===== config.mk =====
export PLATFORM = sky130hd
export DESIGN_NAME = sd_init_sequencer_flat
export DESIGN_NICKNAME = d
export VERILOG_FILES = /design/src/rtl/sd_init_sequencer_if.sv /design/src/rtl/sd_init_sequencer.sv /design/src/flat_wrapper.sv
export SDC_FILE = /design/constraint.sdc
export NUM_CORES = 1
export LEC_CHECK = 0
export ABC_AREA = 1
export ABC_CLOCK_PERIOD_IN_PS = 2200
export CORE_ASPECT_RATIO = 1.1
export CORE_MARGIN = 2
export CORE_UTILIZATION = 46
export DETAILED_ROUTE_END_ITERATION = 6
export HOLD_SLACK_MARGIN = 0.05
export MAX_ROUTING_LAYER = met4
export PLACE_DENSITY = 0.84
export SLEW_MARGIN = 20
export SYNTH_ARGS = -nofsm -noshare
export SYNTH_HDL_FRONTEND = slang
export SYNTH_SLANG_ARGS = --single-unit

===== constraint.sdc =====
create_clock -name clk_i -period 2.2 [get_ports clk_i]
set_input_delay 0.55 -clock clk_i [delete_from_list [all_inputs] [get_ports clk_i]]
set_output_delay 0.55 -clock clk_i [all_outputs]
set_load 0.05 [all_outputs]

===== src/rtl/sd_init_sequencer_if.sv =====
// Command request/completion bundle between the SD init sequencer (master)
// and the CMD-line engine (slave). Member names follow the sequencer's view.
interface sd_init_sequencer_if;
  logic        cmd_valid_o;
  logic        cmd_ready_i;
  logic [5:0]  cmd_index_o;
  logic [31:0] cmd_arg_o;
  logic [1:0]  cmd_resp_o;
  logic        cmd_done_i;
  logic        cmd_timeout_i;
  logic [31:0] cmd_resp_i;

  modport master (
    output cmd_valid_o, cmd_index_o, cmd_arg_o, cmd_resp_o,
    input  cmd_ready_i, cmd_done_i, cmd_timeout_i, cmd_resp_i
  );

  modport slave (
    input  cmd_valid_o, cmd_index_o, cmd_arg_o, cmd_resp_o,
    output cmd_ready_i, cmd_done_i, cmd_timeout_i, cmd_resp_i
  );
endinterface


===== src/rtl/sd_init_sequencer.sv =====
// SD card identification sequencer: CMD0, CMD8, CMD55/ACMD41 polling loop.
// Optional `SD_INIT_RCA_EN adds CMD2/CMD3 and captures the relative card address.
module sd_init_sequencer #(
  parameter int unsigned RETRY_WAIT_CYCLES = 5000000,
  parameter int unsigned MAX_ATTEMPTS      = 20
) (
  input  logic                clk_i,
  input  logic                rst_i,
  input  logic                start_i,
  sd_init_sequencer_if.master cmd,
  output logic                busy_o,
  output logic                init_done_o,
  output logic                init_err_o,
  output logic [2:0]          err_code_o,
  output logic                ccs_o,
  output logic [15:0]         attempts_o,
  output logic [15:0]         rca_o
);

  typedef enum logic [3:0] {
    S_IDLE,
    S_CMD0,
    S_CMD8,
    S_CMD55,
    S_ACMD41,
    S_RETRY_WAIT,
`ifdef SD_INIT_RCA_EN
    S_CMD2,
    S_CMD3,
`endif
    S_DONE,
    S_ERROR
  } state_e;

  typedef enum logic [1:0] {PH_SETUP, PH_REQ, PH_WAIT} phase_e;

  typedef enum logic [2:0] {
    E_NONE, E_CMD8_ECHO, E_CMD55_TO, E_ACMD41_TO, E_ATTEMPTS, E_ID_TO
  } err_e;

  localparam logic [31:0] RETRY_LOAD = 32'(RETRY_WAIT_CYCLES - 1);
  localparam logic [15:0] MAX_ATT    = 16'(MAX_ATTEMPTS);

  state_e      state_q;
  phase_e      phase_q;
  err_e        err_q;
  logic        valid_q, busy_q, done_q, fail_q, ccs_q, hcs_q;
  logic [5:0]  index_q, index_d;
  logic [31:0] arg_q, arg_d;
  logic [1:0]  resp_q, resp_d;
  logic [15:0] attempts_q;
  logic [31:0] wait_cnt_q;
  logic        unused_resp_bits;

  always_comb begin
    index_d = '0;
    arg_d   = '0;
    resp_d  = 2'd1;
    case (state_q)
      S_CMD0:   resp_d  = 2'd0;
      S_CMD8:   begin index_d = 6'd8;  arg_d = 32'h0000_01AA; end
      S_CMD55:  index_d = 6'd55;
      S_ACMD41: begin
        index_d = 6'd41;
        arg_d   = hcs_q ? 32'h4030_0000 : 32'h0030_0000;
      end
`ifdef SD_INIT_RCA_EN
      S_CMD2:   begin index_d = 6'd2; resp_d = 2'd2; end
      S_CMD3:   index_d = 6'd3;
`endif
      default:  resp_d  = 2'd0;
    endcase
  end

`ifdef SD_INIT_RCA_EN
  logic [15:0] rca_q;
  localparam state_e S_AFTER_ACMD41 = S_CMD2;
`else
  localparam state_e S_AFTER_ACMD41 = S_DONE;
`endif

  // Every command state runs SETUP (drive fields) -> REQ (hold valid) -> WAIT (done).
  always_ff @(posedge clk_i or posedge rst_i) begin
    if (rst_i) begin
      state_q    <= S_IDLE;
      phase_q    <= PH_SETUP;
      err_q      <= E_NONE;
      valid_q    <= 1'b0;
      busy_q     <= 1'b0;
      done_q     <= 1'b0;
      fail_q     <= 1'b0;
      ccs_q      <= 1'b0;
      hcs_q      <= 1'b0;
      index_q    <= '0;
      arg_q      <= '0;
      resp_q     <= '0;
      attempts_q <= '0;
      wait_cnt_q <= '0;
`ifdef SD_INIT_RCA_EN
      rca_q      <= '0;
`endif
    end else begin
      case (state_q)
        S_IDLE, S_DONE, S_ERROR: begin
          if (start_i) begin
            state_q    <= S_CMD0;
            phase_q    <= PH_SETUP;
            err_q      <= E_NONE;
            busy_q     <= 1'b1;
            done_q     <= 1'b0;
            fail_q     <= 1'b0;
            ccs_q      <= 1'b0;
            hcs_q      <= 1'b0;
            attempts_q <= '0;
`ifdef SD_INIT_RCA_EN
            rca_q      <= '0;
`endif
          end
        end
        S_RETRY_WAIT: begin
          if (wait_cnt_q == '0) begin
            state_q <= S_CMD55;
            phase_q <= PH_SETUP;
          end else begin
            wait_cnt_q <= wait_cnt_q - 32'd1;
          end
        end
        default: begin
          case (phase_q)
            PH_SETUP: begin
              valid_q <= 1'b1;
              index_q <= index_d;
              arg_q   <= arg_d;
              resp_q  <= resp_d;
              phase_q <= PH_REQ;
            end
            PH_REQ: begin
              if (cmd.cmd_ready_i) begin
                valid_q <= 1'b0;
                phase_q <= PH_WAIT;
                if (state_q == S_ACMD41) attempts_q <= attempts_q + 16'd1;
              end
            end
            default: begin
              if (cmd.cmd_done_i) begin
                phase_q <= PH_SETUP;
                case (state_q)
                  S_CMD0: state_q <= S_CMD8;
                  S_CMD8: begin
                    if (cmd.cmd_timeout_i || cmd.cmd_resp_i[11:0] == 12'h1AA) begin
                      hcs_q   <= !cmd.cmd_timeout_i;
                      state_q <= S_CMD55;
                    end else begin
                      err_q <= E_CMD8_ECHO; state_q <= S_ERROR; busy_q <= 1'b0; fail_q <= 1'b1;
                    end
                  end
                  S_CMD55: begin
                    if (cmd.cmd_timeout_i) begin
                      err_q <= E_CMD55_TO; state_q <= S_ERROR; busy_q <= 1'b0; fail_q <= 1'b1;
                    end else begin
                      state_q <= S_ACMD41;
                    end
                  end
                  S_ACMD41: begin
                    if (cmd.cmd_timeout_i) begin
                      err_q <= E_ACMD41_TO; state_q <= S_ERROR; busy_q <= 1'b0; fail_q <= 1'b1;
                    end else if (cmd.cmd_resp_i[31]) begin
                      ccs_q   <= cmd.cmd_resp_i[30];
                      state_q <= S_AFTER_ACMD41;
                      if (S_AFTER_ACMD41 == S_DONE) begin
                        busy_q <= 1'b0; done_q <= 1'b1;
                      end
                    end else if (attempts_q == MAX_ATT) begin
                      err_q <= E_ATTEMPTS; state_q <= S_ERROR; busy_q <= 1'b0; fail_q <= 1'b1;
                    end else begin
                      wait_cnt_q <= RETRY_LOAD;
                      state_q    <= S_RETRY_WAIT;
                    end
                  end
`ifdef SD_INIT_RCA_EN
                  S_CMD2, S_CMD3: begin
                    if (cmd.cmd_timeout_i) begin
                      err_q <= E_ID_TO; state_q <= S_ERROR; busy_q <= 1'b0; fail_q <= 1'b1;
                    end else if (state_q == S_CMD2) begin
                      state_q <= S_CMD3;
                    end else begin
                      rca_q   <= cmd.cmd_resp_i[31:16];
                      state_q <= S_DONE; busy_q <= 1'b0; done_q <= 1'b1;
                    end
                  end
`endif
                  default: state_q <= S_IDLE;
                endcase
              end
            end
          endcase
        end
      endcase
    end
  end

  assign cmd.cmd_valid_o = valid_q;
  assign cmd.cmd_index_o = index_q;
  assign cmd.cmd_arg_o   = arg_q;
  assign cmd.cmd_resp_o  = resp_q;
  assign busy_o          = busy_q;
  assign init_done_o     = done_q;
  assign init_err_o      = fail_q;
  assign err_code_o      = err_q;
  assign ccs_o           = ccs_q;
  assign attempts_o      = attempts_q;
`ifdef SD_INIT_RCA_EN
  assign rca_o           = rca_q;
`else
  assign rca_o           = '0;
`endif
  assign unused_resp_bits = ^cmd.cmd_resp_i[29:12];

endmodule


===== src/flat_wrapper.sv =====
// flat-port wrapper written by rule: the top's interface ports become plain ports
module sd_init_sequencer_flat 
#(
  parameter int unsigned RETRY_WAIT_CYCLES = 5000000,
  parameter int unsigned MAX_ATTEMPTS      = 20
)
  (clk_i, rst_i, start_i, busy_o, init_done_o, init_err_o, err_code_o, ccs_o, attempts_o, rca_o, cmd_cmd_valid_o, cmd_cmd_index_o, cmd_cmd_arg_o, cmd_cmd_resp_o, cmd_cmd_ready_i, cmd_cmd_done_i, cmd_cmd_timeout_i, cmd_cmd_resp_i);
  sd_init_sequencer_if cmd_i ();
  input  logic clk_i;
  input  logic rst_i;
  input  logic start_i;
  output logic busy_o;
  output logic init_done_o;
  output logic init_err_o;
  output logic [2:0] err_code_o;
  output logic ccs_o;
  output logic [15:0] attempts_o;
  output logic [15:0] rca_o;
  output wire logic [$bits(cmd_i.cmd_valid_o)-1:0] cmd_cmd_valid_o;
  output wire logic [$bits(cmd_i.cmd_index_o)-1:0] cmd_cmd_index_o;
  output wire logic [$bits(cmd_i.cmd_arg_o)-1:0] cmd_cmd_arg_o;
  output wire logic [$bits(cmd_i.cmd_resp_o)-1:0] cmd_cmd_resp_o;
  input wire logic [$bits(cmd_i.cmd_ready_i)-1:0] cmd_cmd_ready_i;
  input wire logic [$bits(cmd_i.cmd_done_i)-1:0] cmd_cmd_done_i;
  input wire logic [$bits(cmd_i.cmd_timeout_i)-1:0] cmd_cmd_timeout_i;
  input wire logic [$bits(cmd_i.cmd_resp_i)-1:0] cmd_cmd_resp_i;
  assign cmd_cmd_valid_o = cmd_i.cmd_valid_o;
  assign cmd_cmd_index_o = cmd_i.cmd_index_o;
  assign cmd_cmd_arg_o = cmd_i.cmd_arg_o;
  assign cmd_cmd_resp_o = cmd_i.cmd_resp_o;
  assign cmd_i.cmd_ready_i = cmd_cmd_ready_i;
  assign cmd_i.cmd_done_i = cmd_cmd_done_i;
  assign cmd_i.cmd_timeout_i = cmd_cmd_timeout_i;
  assign cmd_i.cmd_resp_i = cmd_cmd_resp_i;
  sd_init_sequencer #(.RETRY_WAIT_CYCLES(RETRY_WAIT_CYCLES), .MAX_ATTEMPTS(MAX_ATTEMPTS)) u_core (.clk_i(clk_i), .rst_i(rst_i), .start_i(start_i), .cmd(cmd_i), .busy_o(busy_o), .init_done_o(init_done_o), .init_err_o(init_err_o), .err_code_o(err_code_o), .ccs_o(ccs_o), .attempts_o(attempts_o), .rca_o(rca_o));
endmodule

==> Word-level counts from Yosys, hierarchy flattened <==
Cells that the tools add are included.
{ "word_totals": {"register_bits": 103, "inputBits": 38, "elab_cells": 161, "output_inout_bits": 80} }
{ "classes": {"mux": 83, "add_sub_neg": 2, "n_reduce_logical": 32, "n_bitwise": 3, "eq_ne": 27} }
{ "op_table": {"columns": ["cell", "n"], "rows": [
  ["$mux W32", 7],
  ["$pmux W32 S2", 2],
  ["$mux W16", 4],
  ["$logic_not A32 Y1", 1],
  ["$mux W1", 32],
  ["$pmux W16 S2", 1],
  ["$sub A32 B1 Y32 const B", 1],
  ["$mux W31", 1],
  ["$mux W3", 9],
  ["$mux W4", 6],
  ["$reduce_bool A2 Y1", 10],
  ["$pmux W6 S3", 1],
  ["$add A16 B1 Y16 const B", 1],
  ["$eq A16 B5 Y1 const B", 1],
  ["$eq A4 B3 Y1 const B", 4],
  ["$pmux W4 S4", 1],
  ["$reduce_and A8 Y1", 2],
  ["$eq A12 B9 Y1 const B", 1],
  ["$mux W2", 6],
  ["$ne A2 B1 Y1 const B", 6],
  ["$ne A4 B4 Y1 const B", 3],
  ["$pmux W1 S2", 6],
  ["$pmux W3 S3", 1],
  ["$reduce_and A9 Y1", 1],
  ["29 further kinds", 39]
]} }

==> Logic depth before layout (Yosys ltp) <==
Gate-level depths: netlist (run 1).
{ "logic_depth": {"depth_word": 8, "ltp_mapped": 14, "ltp_nobuf": 13} }

==> Worst setup path after synthesis (run 1) <==
OpenSTA, ideal clock, no wires.
{ "synth_path": {"kind": "register to register", "startpoint": "register u_core.attempts_q[0] (netlist: u_core.attempts_o[0])", "endpoint": "register u_core.wait_cnt_q[20]", "slack_ns": 0.183, "arrival_time_ns": 1.891, "stages_incl_launch_ff": 14, "required_time_ns": 2.074, "setup_ns": 0.126, "synth_period_minus_slack_ns": 2.017, "cell_sequence": "dfrtp_1 inv_1 ha_1 nand2_1 inv_1 nand2_1 nor2_1 nand2_1 nand2_1 nor2_8 nor2_8 buf_4 nand2_1 o21ai_0"} }
{ "synth_via": {"elab_chain_len": 3} }
{ "synth_rtl": {"columns": ["element", "line_no", "source"], "rows": [
  ["from (decl)", "sd_init_sequencer.sv:51", "logic [15:0] attempts_q;"],
  ["from (signal assigned)", "sd_init_sequencer.sv:141", "if (state_q == S_ACMD41) attempts_q <= attempts_q + 16'd1;"],
  ["$eq A16 B5 Y1", "sd_init_sequencer.sv:173", "end else if (attempts_q == MAX_ATT) begin"],
  ["$ne A2 B2 Y1 (no line)", null, null],
  ["$reduce_and A8 Y1 (no line)", null, null],
  ["to (signal assigned)", "sd_init_sequencer.sv:125", "wait_cnt_q <= wait_cnt_q - 32'd1;"],
  ["to (decl)", "sd_init_sequencer.sv:52", "logic [31:0] wait_cnt_q;"]
]} }
No other way between the ends.
A chain may end at the register's enable or synchronous reset.

==> impl_metrics.sql, run 1 <==
INSERT INTO impl_metrics (metric_group, metric, value, unit) VALUES
('critical_path', 'worst-path-buf-inv', '1', ''),
('die', 'die_w', '103', 'µm'),
('routing', 'detail-route-antenna-nets', '0', ''),
('sta', 'max_slew_margin', '65.4', '%'),
('power_and_ir_drop', 'combinationalPowerShare', '54.4', '%'),
('clock_tree', 'hold_buffers_post_cts', '0', ''),
('critical_path', 'worstPathMaxFanout', '6', ''),
('sta', 'min_period', '2.17', 'ns'),
('power_and_ir_drop', 'max_vdd_drop', '0.553', 'mV'),
('yosys', 'part_of_the_yosys_area_used_for_sequential_elements', '35.1', '%'),
('job', 'max_cap_viol_count', '0', ''),
('sta', 'setup_total_negative_slack', '0', 'ns'),
('routing', 'detailedRoute.firstIterationViolations', '250', ''),
('clock_tree', 'cts_buffers', '9', ''),
('sta', 'timing.final.hold_violations', '0', ''),
('yosys', 'post-synth-top-count-cell', 'nand2_1', ''),
('yosys', 'yosysWarningCount', '0', ''),
('yosys', 'syn-cell-area', '4930', 'µm²'),
('power_and_ir_drop', 'intPower', '3850', 'µW'),
('die', 'core_region_area', '10400', 'µm²'),
('power_and_ir_drop', 'power.share.sequential', '26.9', '%'),
('global_routing', 'grt_remaining_overflow', '0', ''),
('routing', 'drt-pass1-iter-count', '5', ''),
('finish', 'layout-drive-gt1-share', '9.69', '%'),
('yosys', 'synth_flop_cell', 'dfrtp_1', ''),
('sta', 'finalMaxSlewViolations', '0', ''),
('clock_tree', 'cts_sinks', '69', ''),
('run_status', 'result_of_the_run', 'completed', ''),
('sta', 'setup_viol', '0', ''),
('yosys', 'postSynthRegisterBits', '69', ''),
('die', 'die_footprint', '11600', 'µm²'),
('global_routing', 'vias_in_the_first_global_route', '3989', ''),
('yosys', 'synthesis.area_per_instance', '7.01', 'µm²'),
('clock_tree', 'clk_transition_reported_paths', '0.05', 'ns'),
('clock_tree', 'root_buffer', 'clkbuf_16', ''),
('yosys', 'number_of_enable_flip_flop_cells_after_synthesis', '0', ''),
('routing', 'detail_route.drc_violations', '0', ''),
('global_routing', 'grt_start_max_net_pins', '70', ''),
('critical_path', 'start_kind', 'register', ''),
('clock_tree', 'ctsHtreeMaxLevel', '3', ''),
('placement', 'gpl.final_weighted_congestion', '0.947', ''),
('power_and_ir_drop', 'cellPowerDensity', '1340', 'nW/µm²'),
('worst_hold_path', 'holdCritPathClass', 'register to register', ''),
('power_and_ir_drop', 'static-leakage-power', '0.00270', 'µW'),
('yosys', 'netlist.area_leader.share', '35.1', '%'),
('critical_path', 'critPathSlowestCell', 'clkdlybuf4s50_1', ''),
('finish', 'design.final.nets', '800', ''),
('die', 'boundaryPins', '118', ''),
('yosys', 'synthArstFlopShare', '100', '%'),
('finish', 'areaGrowthSynthToFinish', '17.3', '%'),
('yosys', 'synth.cells.most_frequent', 'nand2_1, nor2_1, dfrtp_1, nand3_1, buf_4', ''),
('die', 'core.rowCount', '39', ''),
('sta', 'worst_hold_slack', '0.484', 'ns'),
('critical_path', 'cp_data_arrival_time', '1.62', 'ns'),
('power_and_ir_drop', 'share_clk_of_total_power', '18.7', '%'),
('sta', 'timing.fmax', '0.461', 'GHz'),
('sta', 'crit_share_post_route', '98.5', '%'),
('finish', 'antenna_cells_inserted', '0', ''),
('global_routing', 'groute.usage.overall', '20.0', '%'),
('sta', 'skew', '0.00496', 'ns'),
('yosys', 'synthDominantAreaCellType', 'dfrtp_1', ''),
('yosys', 'synthDistinctLibCells', '38', ''),
('clock_tree', 'cts.path.max_buffers', '2', ''),
('global_routing', 'global_route_wire_length_before_repair', '18100', 'µm'),
('critical_path', 'cpPeakStageDelay', '0.85', 'ns'),
('clock_tree', 'cts_tree', 'yes', ''),
('routing', 'detail_route.wl_per_cell', '12.1', 'µm'),
('die', 'initial_utilization', '47.4', '%'),
('placement', 'port_buffers', '58', ''),
('routing', 'vias_per_cell', '4.98', ''),
('clock_tree', 'total_setup_buffers_inserted_after_cts', '0', '');
-- worst paths after layout --
check | to | startpoint | cells past startpoint
setup / recovery | cmd_cmd_arg_o[1] | u_core.cmd.cmd_arg_o[8]$_DFFE_PP0P_ | 1
hold / removal | u_core.cmd.cmd_index_o[3]$_DFFE_PP0P_ | u_core.cmd.cmd_index_o[3]$_DFFE_PP0P_ | 2
setup reg to reg | u_core.wait_cnt_q[13]$_DFFE_PP0P_ | u_core.wait_cnt_q[1]$_DFFE_PP0P_ | 9
hold reg to reg | u_core.cmd.cmd_index_o[3]$_DFFE_PP0P_ | u_core.cmd.cmd_index_o[3]$_DFFE_PP0P_ | 2
max in group asynchronous | u_core.attempts_o[0]$_DFFE_PP0P_ | rst_i | 3
min in group asynchronous | u_core.attempts_o[6]$_DFFE_PP0P_ | rst_i | 3
-- through the flow --
step / area [µm²] / cells / util [%] / setup slack (ns)
after floorplan: 5080 / 743 / - / 0.183
after CTS: 5770 / 907 / 55.5 / 0.0143
after global routing: 5780 / 907 / 55.6 / 0.00279
after global placement: 5470 / 891 / 52.6 / 0.153
final: 5780 / 907 / 55.6 / 0.0331
after detailed placement: 5470 / 891 / 52.6 / 0.143
-- cell families after synthesis --
| group | Yosys count | share of synthesized area, % |
|---|---|---|
| simple gates | 424 | 39.5 |
| xor+xnor | 11 | 1.96 |
| other cells | 1 | 0.0761 |
| compound gates | 75 | 9.04 |
| flops | 69 | 35.1 |
| fa+ha+maj | 3 | 0.762 |
| buf+inv | 120 | 13.6 |
-- layer usage --
layer  GRT usage, %  part of all wire (%)  vias to the layer above
met4           7.82                   1.7                        0
met3           2.74                   5.6                       18
li1               -                     -                     2283
met2           33.1                    49                      133
met5              -                     0                        -
met1           24.4                    43                     2084
-- what timing repair did --
| item | 4_1_cts | 5_1_grt |
|---|---|---|
| hold endpoints to repair | 0 | 0 |
| setup endpoints to repair | 0 | 6 |
| gates resized for setup | 0 | 6 |
-- power groups by stage --
stage / sequential, µW / clock [µW] / combinational (µW)
finish: 2080 / 1450 / 4220
detailed placement: 2090 / 0 / 4230
floorplan: 2820 / 0 / 2460
global route: 2140 / 1530 / 4620
CTS: 2080 / 1470 / 4250
global placement: 2080 / 0 / 4140
-- state kept, by name (all words and copies together) (netlist names) --
| name | flops |
|---|---|
| u_core.cmd.cmd_valid_o | 1 |
| u_core.cmd.cmd_index_o | 3 |
| u_core.wait_cnt_q | 32 |
| u_core.hcs_q | 1 |
| u_core.cmd.cmd_resp_o | 1 |
| u_core.state_q | 3 |
| u_core.ccs_o | 1 |
| u_core.err_code_o | 3 |
| u_core.init_err_o | 1 |
| u_core.busy_o | 1 |
| u_core.attempts_o | 16 |
| u_core.phase_q | 2 |
| u_core.init_done_o | 1 |
| u_core.cmd.cmd_arg_o | 3 |
-- final cells by class --
type                            count  area (µm²)
Fill cell                         992        4610
Multi-Input combinational cell    554        2680
Sequential cell                    69        1730
Timing Repair Buffer               66         671
Clock buffer                       12         246
Inverter                           59         233
Tap cell                          143         179
Clock inverter                      4        47.5
-- layout by cell type, fill, tap and decap left out, types with 4 or more instances in the layout --
master           count
inv_1               49
a21oi_1              7
buf_4               10
nor3_1               5
nand3b_1             5
dfrtp_1             69
o21ai_2              4
nand3_1             56
conb_1              41
xor2_1               8
dlymetal6s2s_1       6
o21ai_1             18
nand2_2              5
o21bai_1             8
nand2_1            195
clkdlybuf4s50_1     48
nor2_1             112
inv_2                6
o21ai_0             28
clkbuf_16            9
nand2_4              6
nand4_1             20
nor2_2               4
nor2_4               7
Note: power is estimated with default switching activity, not from simulation.
==> run 2, diff against run 1 <==
ABC_AREA = default   (was 1)
CORE_MARGIN = default   (was 2)
CORE_UTILIZATION = 58   (was 46)
DONT_BUFFER_PORTS = 1   (was default)
PLACE_DENSITY = 0.82   (was 0.84)
==> impl_metrics.sql, run 2 <==
INSERT INTO impl_metrics (metric_group, metric, value, unit) VALUES
('run_status', 'result_of_the_run', 'finished, violations left', ''),
('run_status', 'violations', 'DRC, setup timing', ''),
('die', 'initial_utilization', '61.1', '%'),
('routing', 'detailedRoute.firstIterationViolations', '307', ''),
('global_routing', 'vias_in_the_first_global_route', '4208', ''),
('power_and_ir_drop', 'intPower', '3770', 'µW'),
('finish', 'instances_no_fill', '663', ''),
('yosys', 'part_of_the_yosys_area_used_for_sequential_elements', '39.4', '%'),
('critical_path', 'cp_data_arrival_time', '2.68', 'ns'),
('yosys', 'synth.cells.most_frequent', 'dfrtp_1, buf_4, nand2_1, a21oi_1, or3_1', ''),
('yosys', 'number_of_instances_in_the_synthesized_netlist', '502', ''),
('sta', 'rsz0062_at_grt', 'yes', ''),
('yosys', 'synth_adder_area_share', '0.857', '%'),
('routing', 'vias_per_cell', '6.56', ''),
('global_routing', 'grt_remaining_overflow', '0', ''),
('yosys', 'synthDistinctLibCells', '59', ''),
('critical_path', 'critPathCaptureType', 'register', ''),
('sta', 'timing.final.hold_violations', '0', ''),
('power_and_ir_drop', 'static-leakage-power', '0.00230', 'µW'),
('routing', 'detail_route.wl_per_cell', '18.5', 'µm'),
('critical_path', 'critical_setup_path_class', 'register to register', ''),
('clock_tree', 'ctsHtreeMaxLevel', '3', ''),
('sta', 'crit_share_post_route', '111', '%'),
('finish', 'post-route-util', '76.9', '%'),
('yosys', 'synth_area_leaders', 'dfrtp_1, buf_4, a21oi_1', ''),
('critical_path', 'reg2reg_slack', '-0.24', 'ns'),
('yosys', 'netlist.area_leader.share', '39.4', '%'),
('finish', 'mostFrequentLayoutCell', 'buf_4', ''),
('finish', 'antenna_cells_inserted', '0', ''),
('global_routing', 'grt_start_max_net_pins', '34', ''),
('placement', 'gpl.final_weighted_congestion', '0.866', ''),
('yosys', 'synth_top_family_by_area', 'simple AND/OR/NAND/NOR gates', ''),
('die', 'die_w', '84.9', 'µm'),
('routing', 'detail-route-antenna-nets', '0', ''),
('yosys', 'synth_simple_gate_area_share', '25.3', '%'),
('die', 'boundaryPins', '118', ''),
('yosys', 'synthDominantAreaCellType', 'dfrtp_1', ''),
('power_and_ir_drop', 'combinationalPowerShare', '47.1', '%'),
('critical_path', 'worstPathMaxFanout', '3', ''),
('sta', 'setup_total_negative_slack', '-3.67', 'ns'),
('yosys', 'post-synth-top-count-cell', 'dfrtp_1', ''),
('clock_tree', 'cts_sinks', '69', ''),
('yosys', 'synth_compound_area_share', '19.8', '%'),
('yosys', 'number_of_enable_flip_flop_cells_after_synthesis', '0', ''),
('finish', 'areaGrowthSynthToFinish', '25.7', '%'),
('yosys', 'syn-cell-area', '4380', 'µm²'),
('yosys', 'synth_flop_cell', 'dfrtp_1', ''),
('yosys', 'yosysWarningCount', '0', ''),
('yosys', 'synthXorXnorAreaFrac', '0.400', '%'),
('critical_path', 'worstPathRequired', '2.44', 'ns'),
('placement', 'place_inst', '638', ''),
('finish', 'layout_common_cells', 'buf_4, dfrtp_1, nand2_1', ''),
('power_and_ir_drop', 'power.share.sequential', '32.4', '%'),
('global_routing', 'global_route_wire_length_before_repair', '19600', 'µm'),
('sta', 'finalMaxSlewViolations', '0', ''),
('routing', 'detailed_route_wire_length', '12300', 'µm'),
('power_and_ir_drop', 'post-layout-total-power', '7130', 'µW'),
('clock_tree', 'cts_tree', 'yes', ''),
('finish', 'design.final.nets', '614', ''),
('sta', 'min_period', '2.44', 'ns'),
('routing', 'detail_route.drc_violations', '4', ''),
('yosys', 'synthArstFlopShare', '100', '%'),
('job', 'max_cap_viol_count', '0', ''),
('routing', 'drt-pass1-iter-count', '7', ''),
('global_routing', 'groute.usage.overall', '32.5', '%'),
('sta', 'setup_viol', '26', ''),
('clock_tree', 'cts.path.max_buffers', '2', ''),
('placement', 'port_buffers', '0', ''),
('power_and_ir_drop', 'share_clk_of_total_power', '20.5', '%'),
('die', 'die_height', '93.2', 'µm'),
('global_routing', 'grt_antenna_before_repair', '0', ''),
('clock_tree', 'root_buffer', 'clkbuf_8', ''),
('power_and_ir_drop', 'cellPowerDensity', '1290', 'nW/µm²'),
('yosys', 'postSynthRegisterBits', '69', ''),
('yosys', 'muxShareOfSynthArea', '2.31', '%'),
('power_and_ir_drop', 'max_vdd_drop', '1.12', 'mV'),
('critical_path', 'start_kind', 'register', ''),
('finish', 'multi_input_area', '2560', 'µm²'),
('finish', 'layout-drive-gt1-share', '27.3', '%'),
('yosys', 'synthesis.area_per_instance', '8.73', 'µm²'),
('sta', 'worst_slack', '-0.240', 'ns'),
('clock_tree', 'worstSkewPairLatency', '0.37', 'ns'),
('finish', 'n_fill_cell', '467', ''),
('finish', 'largest_reg_flops', '32', ''),
('die', 'core.rowCount', '32', ''),
('die', 'core_region_area', '7170', 'µm²'),
('sta', 'worst_slew_pin_slew', '0.597', 'ns'),
('power_and_ir_drop', 'switchingPower', '3360', 'µW'),
('worst_hold_path', 'holdCritPathClass', 'input pin to register', ''),
('sta', 'max_slew_margin', '59.9', '%'),
('power_and_ir_drop', 'sw_frac_of_total', '47.1', '%'),
('finish', 'registers.top_by_ff_count', 'u_core.wait_cnt_q', ''),
('sta', 'timing.fmax', '0.410', 'GHz'),
('placement', 'place.detailed.hpwl', '7880', 'µm'),
('clock_tree', 'clk_transition_reported_paths', '0.08', 'ns'),
('clock_tree', 'cts_buffers', '9', ''),
('finish', 'seqCellArea', '1730', 'µm²'),
('die', 'die_footprint', '7910', 'µm²'),
('sta', 'skew', '0.0107', 'ns'),
('routing', 'vias', '4347', '');
## run 2: path summary, 6_finish.rpt
check / from / end / depth (start not counted)
worst max-delay path: u_core.wait_cnt_q[5]$_DFFE_PP0P_ / u_core.wait_cnt_q[19]$_DFFE_PP0P_ / 5
worst min-delay path: cmd_cmd_resp_i[30] / u_core.ccs_o$_DFFE_PP0P_ / 2
worst max register to register: u_core.wait_cnt_q[5]$_DFFE_PP0P_ / u_core.wait_cnt_q[19]$_DFFE_PP0P_ / 5
worst min register to register: u_core.wait_cnt_q[0]$_DFFE_PP0P_ / u_core.wait_cnt_q[0]$_DFFE_PP0P_ / 1
max in group asynchronous: rst_i / u_core.wait_cnt_q[16]$_DFFE_PP0P_ / 3
min in group asynchronous: rst_i / u_core.attempts_o[13]$_DFFE_PP0P_ / 2
## run 2: worst max-delay path, stage by stage (launching register included)
cell and delay, ns:
dfrtp_1 0.38, or4_4 0.56, or3_1 0.37, or4_4 0.45, o31a_1 0.25, or3_1 0.30
## run 2: area by class of cell
| cell class | instances | area share [%] |
|---|---|---|
| Clock buffer | 11 | 2.75 |
| Clock inverter | 5 | 2.34 |
| Inverter | 13 | 0.954 |
| Multi-Input combinational cell | 385 | 46.4 |
| Sequential cell | 69 | 31.4 |
| Tap cell | 85 | 1.93 |
| Timing Repair Buffer | 95 | 14.3 |
## run 2: cells by family (layout without fill, tap and decap cells)
group	Yosys count	after routing
simple gates	197	197
other cells	1	41
flops	69	69
buf+inv	88	124
fa+ha+maj	3	3
xor+xnor	2	2
compound gates	132	132
mux	10	10
## run 2: per-stage QoR
stage | instance area (µm²) | hold WS, ns | setup WS (ns)
6_report | 5510 | 0.307 | -0.240
5_1_grt | 5510 | 0.312 | -0.322
2_1_floorplan | 4610 | 0.429 | -0.295
3_3_place_gp | 4910 | 0.364 | -0.226
3_5_place_dp | 4910 | 0.369 | -0.271
4_1_cts | 5380 | 0.308 | -0.231
## run 2: layer usage
metal / GRT usage (%) / part of all wire, % / vias to the layer above
li1: - / - / 1934
met2: 55.9 / 52 / 261
met5: - / 0 / -
met4: 15.3 / 3.7 / 0
met3: 5.91 / 8.0 / 50
met1: 36.9 / 37 / 2102
## run 2: repair_timing
| item | 4_1_cts | 5_1_grt |
|---|---|---|
| pin swaps | 12 | 8 |
| hold buffers | 1 | 0 |
| endpoints found under the hold margin | 9 | 0 |
| gates resized for setup | 29 | 23 |
| endpoints found under the setup margin | 39 | 44 |
| buffers inserted | 6 | 2 |
## run 2: power by group through the flow
stage | Sequential, µW | Clock, µW | Combinational, µW
CTS | 2280 | 1470 | 3120
global route | 2350 | 1510 | 3590
floorplan | 2540 | 0 | 1920
finish | 2310 | 1460 | 3360
global placement | 2270 | 0 | 2840
detailed placement | 2290 | 0 | 2970
